[config.mk]
export PLATFORM = sky130hd
export DESIGN_NAME = regfile_dump
export DESIGN_NICKNAME = d
export VERILOG_FILES = /design/src/rtl/regfile_dump.sv
export SDC_FILE = /design/constraint.sdc
export NUM_CORES = 1
export LEC_CHECK = 0
export ABC_CLOCK_PERIOD_IN_PS = 2200
export CORE_MARGIN = 8
export CORE_UTILIZATION = 40
export DETAILED_ROUTE_END_ITERATION = 8
export DONT_BUFFER_PORTS = 1
export GPL_TIMING_DRIVEN = 0
export SYNTH_ARGS = -nofsm -noshare
export SYNTH_HDL_FRONTEND = slang
export SYNTH_SLANG_ARGS = --single-unit
[constraint.sdc]
create_clock -name clk_i -period 2.2 [get_ports clk_i]
set_clock_uncertainty 0.15 [all_clocks]
set_input_delay 0.22 -clock clk_i [delete_from_list [all_inputs] [get_ports clk_i]]
set_output_delay 0.22 -clock clk_i [all_outputs]
set_load 0.005 [all_outputs]
[src/rtl/regfile_dump.sv]
// Register-file dump sequencer: walks registers in pairs through two read ports and streams each value tagged with its index.
// Optional clear-after-read (macro REGFILE_DUMP_CLEAR_EN) zeroes every dumped register through the write port.
module regfile_dump #(
    parameter int NUM_REGS = 32
) (
    input  logic        clk_i,
    input  logic        rst_ni,
    input  logic        start_i,
    output logic        busy_o,
    output logic        done_o,
    output logic [4:0]  rn1_o,
    output logic [4:0]  rn2_o,
    input  logic [31:0] a_i,
    input  logic [31:0] b_i,
    output logic        write_o,
    output logic [4:0]  wn_o,
    output logic [31:0] wd_o,
    output logic        out_valid_o,
    input  logic        out_ready_i,
    output logic [31:0] out_data_o,
    output logic [4:0]  out_index_o
);

    typedef enum logic [2:0] {
        IDLE  = 3'd0,
        ADDR  = 3'd1,
        CAPT  = 3'd2,
        SEND0 = 3'd3,
        SEND1 = 3'd4,
        DONE  = 3'd5
`ifdef REGFILE_DUMP_CLEAR_EN
        , CLR1 = 3'd6
`endif
    } state_t;

    state_t      state_q, state_d;
    logic [4:0]  idx_q, idx_d;
    logic [31:0] ha_q, ha_d;
    logic [31:0] hb_q, hb_d;
    logic        last_pair;

    // Widened compare so NUM_REGS=32 does not wrap the 5-bit index.
    assign last_pair = ({1'b0, idx_q} + 6'd2) == 6'(NUM_REGS);

    assign rn1_o = idx_q;
    assign rn2_o = idx_q + 5'd1;
    assign wd_o  = 32'd0;

    always_ff @(posedge clk_i or negedge rst_ni) begin
        if (!rst_ni) begin
            state_q <= IDLE;
            idx_q   <= 5'd0;
            ha_q    <= 32'd0;
            hb_q    <= 32'd0;
        end else begin
            state_q <= state_d;
            idx_q   <= idx_d;
            ha_q    <= ha_d;
            hb_q    <= hb_d;
        end
    end

    always_comb begin
        state_d     = state_q;
        idx_d       = idx_q;
        ha_d        = ha_q;
        hb_d        = hb_q;
        busy_o      = (state_q != IDLE);
        done_o      = 1'b0;
        write_o     = 1'b0;
        wn_o        = 5'd0;
        out_valid_o = 1'b0;
        out_data_o  = 32'd0;
        out_index_o = 5'd0;
        case (state_q)
            IDLE: begin
                if (start_i) begin
                    idx_d   = 5'd0;
                    state_d = ADDR;
                end
            end
            ADDR: state_d = CAPT;
            CAPT: begin
                // Capture and the optional clear commit on the same edge, so the pre-clear value is held.
                ha_d = a_i;
                hb_d = b_i;
`ifdef REGFILE_DUMP_CLEAR_EN
                write_o = 1'b1;
                wn_o    = idx_q;
                state_d = CLR1;
`else
                state_d = SEND0;
`endif
            end
`ifdef REGFILE_DUMP_CLEAR_EN
            CLR1: begin
                write_o = 1'b1;
                wn_o    = idx_q + 5'd1;
                state_d = SEND0;
            end
`endif
            SEND0: begin
                out_valid_o = 1'b1;
                out_data_o  = ha_q;
                out_index_o = idx_q;
                if (out_ready_i) state_d = SEND1;
            end
            SEND1: begin
                out_valid_o = 1'b1;
                out_data_o  = hb_q;
                out_index_o = idx_q + 5'd1;
                if (out_ready_i) begin
                    if (last_pair) begin
                        state_d = DONE;
                    end else begin
                        idx_d   = idx_q + 5'd2;
                        state_d = ADDR;
                    end
                end
            end
            DONE: begin
                done_o  = 1'b1;
                idx_d   = 5'd0;
                state_d = IDLE;
            end
            default: state_d = IDLE;
        endcase
    end

endmodule
==> results.py <==
metrics = {
    "outcome": {
        "status": "finished clean",
    },
    "setup_path": {
        "worstPathArrival_ps": 1700,
        "critPathRequiredTime_ps": 1830,
        "crit_path_end_kind": "output pin",
        "timing.critical_path.fanout_max": 10,
        "reg2reg_depth": 5,
        "critical_path_class": "flop to output pin",
        "rrSetupSlack_ps": 430,
        "crit-reg2reg-capture": "state_q[2]$_DFFE_PN0P_",
        "regToRegStartpoint": "rn1_o[1]$_DFFE_PN0P_",
        "startpoint_type_of_the_worst_setup_path": "flop",
    },
    "place": {
        "pre_cts_slack_ps": 338,
        "input_output_buffers": 0,
        "globalplace.congestion": 0.682,
        "post-dp-hpwl_mm": 6.41,
    },
    "clock_tree": {
        "cts.clk_slew.worst_paths_ps": 70,
        "clock_sink_count": 71,
        "cts-root-buf": "clkbuf_8",
        "setup_fix_bufs_post_cts": 0,
        "numCtsBuffers": 9,
        "clock_latency_ps": 330,
        "cts_htree_levels": 3,
        "clock_tree_from_tritoncts": "yes",
        "ctsLongestPathBuffers": 2,
    },
    "global_route": {
        "grt_pass1_vias": 2705,
        "grtUsageTotal": 0.151,
        "grt-busiest-layer": "met2",
        "grt_antenna_before_repair": 0,
        "groute.layer.met2.usage": 0.246,
        "grt_ovf": 0,
        "grt_pass1_wl_mm": 15.2,
        "global_routing_met1_resource_utilization": 0.176,
        "grt_util_met3": 0.0666,
        "maximum_number_of_pins_on_one_net_before_global_route_repair": 72,
    },
    "detailed_routing": {
        "drc": 0,
        "detail_route.first_pass.iterations": 4,
        "finalWirelength_mm": 9.66,
        "viasPerCell": 4.69,
        "drt.antenna.violating_nets": 0,
        "routed_wire_length_per_instance_um": 18.5,
        "num_vias": 2442,
        "detail_route.iter0.violations": 96,
    },
    "finish": {
        "layout.area.seq_um2": 1780,
        "final_util": 0.538,
        "mostFrequentLayoutCells": "71 x dfrtp_1, 65 x dlygate4sd3_1, 60 x mux2_4",
        "antenna-diode-count": 0,
        "multi_input_comb_area_um2": 1640,
        "final_net_count": 458,
        "layout.filler_cells": 760,
        "drive_above_1_share": 0.347,
        "synthToLayoutAreaGrowth_pct": 30.4,
        "mostFrequentLayoutCell": "dfrtp_1",
    },
    "yosys": {
        "ys_ff_latch": 71,
        "netlist_instances": 274,
        "yosys.area.top_type": "dfrtp_1",
        "asyncSetResetFlopFracSynth": 1.00,
        "synth_top_area_share": 0.466,
        "post_synth_instance_area_um2": 3810,
        "yosys_warnings": 0,
        "synth_enable_flop_cells": 0,
        "synth.lib_cells_used.distinct": 36,
        "synth_area_leaders": "dfrtp_1 47%, mux2_4 24%, buf_4 8.5%",
        "synth_sequential_area_ratio": 0.466,
        "synth-main-ff-cell": "dfrtp_1",
        "syn_avg_cell_area_um2": 13.9,
    },
    "sta": {
        "max_slew_violations": 0,
        "finalSetupTns_ps": 0,
        "final-hold-violation-count": 0,
        "timing.final.crit_period_ps": 2070,
        "grt_setup_unrepaired": "true",
        "max_freq_ghz": 0.483,
        "hold_slack_ps": 69.6,
        "finalSetupViolCount": 0,
        "period_share": 0.940,
        "worst_slack_ps": 132,
    },
    "pwr": {
        "ir_worst_vdd_v": 0.000649,
        "power_density_cells_nw_per_um2": 1320,
        "static_leakage_nw": 2.37,
        "pnr_total_power_w": 0.00655,
    },
    "die": {
        "floorplan.die_area_um2": 12900,
        "floorplan.initialDensity": 0.412,
        "floorplan.rows": 35,
        "io_pins": 156,
        "die_y_um": 114,
        "chipWidth_um": 114,
        "core_um2": 9240,
    },
    "worst_hold_path": {
        "whs_endpoint": "state_q[0]$_DFFE_PN0P_",
        "min_path_cells": 3,
        "holdCritStartpoint": "start_i",
        "worst_hold_path_type": "primary input to flop",
    },
    "job": {
        "maxCapViolations": 0,
    },
}
registers in the layout, indices dropped and copies added (netlist names):
signal	count
ha_q	32
hb_q	32
rn1_o	4
state_q	3
how the worst max path moves through the flow:
stage | end | startpoint | cells after the start | slack (ps)
6_report | out_data_o[15] | state_q[1]$_DFFE_PN0P_ | 4 | 130
5_1_grt | out_data_o[17] | state_q[0]$_DFFE_PN0P_ | 4 | -10
4_1_cts | out_data_o[31] | state_q[0]$_DFFE_PN0P_ | 4 | 60
3_5_place_dp | out_data_o[29] | state_q[1]$_DFFE_PN0P_ | 5 | 340
3_3_place_gp | out_data_o[29] | state_q[1]$_DFFE_PN0P_ | 5 | 330
2_1_floorplan | state_q[2]$_DFFE_PN0P_ | rn1_o[1]$_DFFE_PN0P_ | 5 | 570
kinds of logic (layout without fill, tap and decap cells):
| kind of cell | after synthesis | after routing | synth area share |
|---|---|---|---|
| compound gates | 48 | 48 | 0.102 |
| fa+ha+maj | 1 | 1 | 0.00328 |
| buf+inv | 66 | 146 | 0.141 |
| flops | 71 | 71 | 0.466 |
| mux | 64 | 64 | 0.248 |
| other cells | 2 | 40 | 0.00197 |
| simple gates | 22 | 22 | 0.0374 |
critical path, stage by stage, from the launching register on:
cell	delay [ps]
dfrtp_1	370
buf_4	170
nor3b_4	270
buf_2	330
a22o_1	230
final cells by class:
type | instances | share of cell area
Sequential cell | 71 | 0.358
Multi-Input combinational cell | 175 | 0.331
Clock inverter | 1 | 0.00101
Timing Repair Buffer | 66 | 0.136
Buffer | 62 | 0.107
Inverter | 4 | 0.00302
Clock buffer | 13 | 0.0320
Tap cell | 129 | 0.0325
report_power, final:
group / internal (W) / leakage, nW / switching [W]
sequential: 0.00198 / 0.842 / 0.000415
combinational: 0.00198 / 1.44 / 0.00128
clock: 0.000458 / 0.0854 / 0.000446
total: 0.00442 / 2.37 / 0.00214
metrics by stage:
stage               instances  cell area (µm²)
floorplan                 312             3950
finish                    521             4970
global route              521             4970
CTS                       521             4960
global placement          441             4120
detailed placement        441             4120
metal layers:
layer,vias to the layer above,part of all wire
met5,-,0
met2,124,0.48
met3,6,0.11
met1,1191,0.40
li1,1121,-
met4,0,0.0055
cell usage after synthesis (3+ instances only):
library cell and n:
a22o_1 33, a31oi_1 3, and2_1 4, buf_12 6, buf_2 7, buf_4 43
buf_6 3, clkbuf_1 3, dfrtp_1 71, inv_1 4, mux2_1 4, mux2_4 60
nand2_1 4, nand3_1 3
repair_timing:
| item | CTS | global route |
|---|---|---|
| hold endpoints to repair | 135 | 0 |
| hold buffers | 66 | 0 |
| resized for setup | 1 | 3 |
| endpoints found under the setup margin | 13 | 16 |
Power figures use the tool's default switching activity.
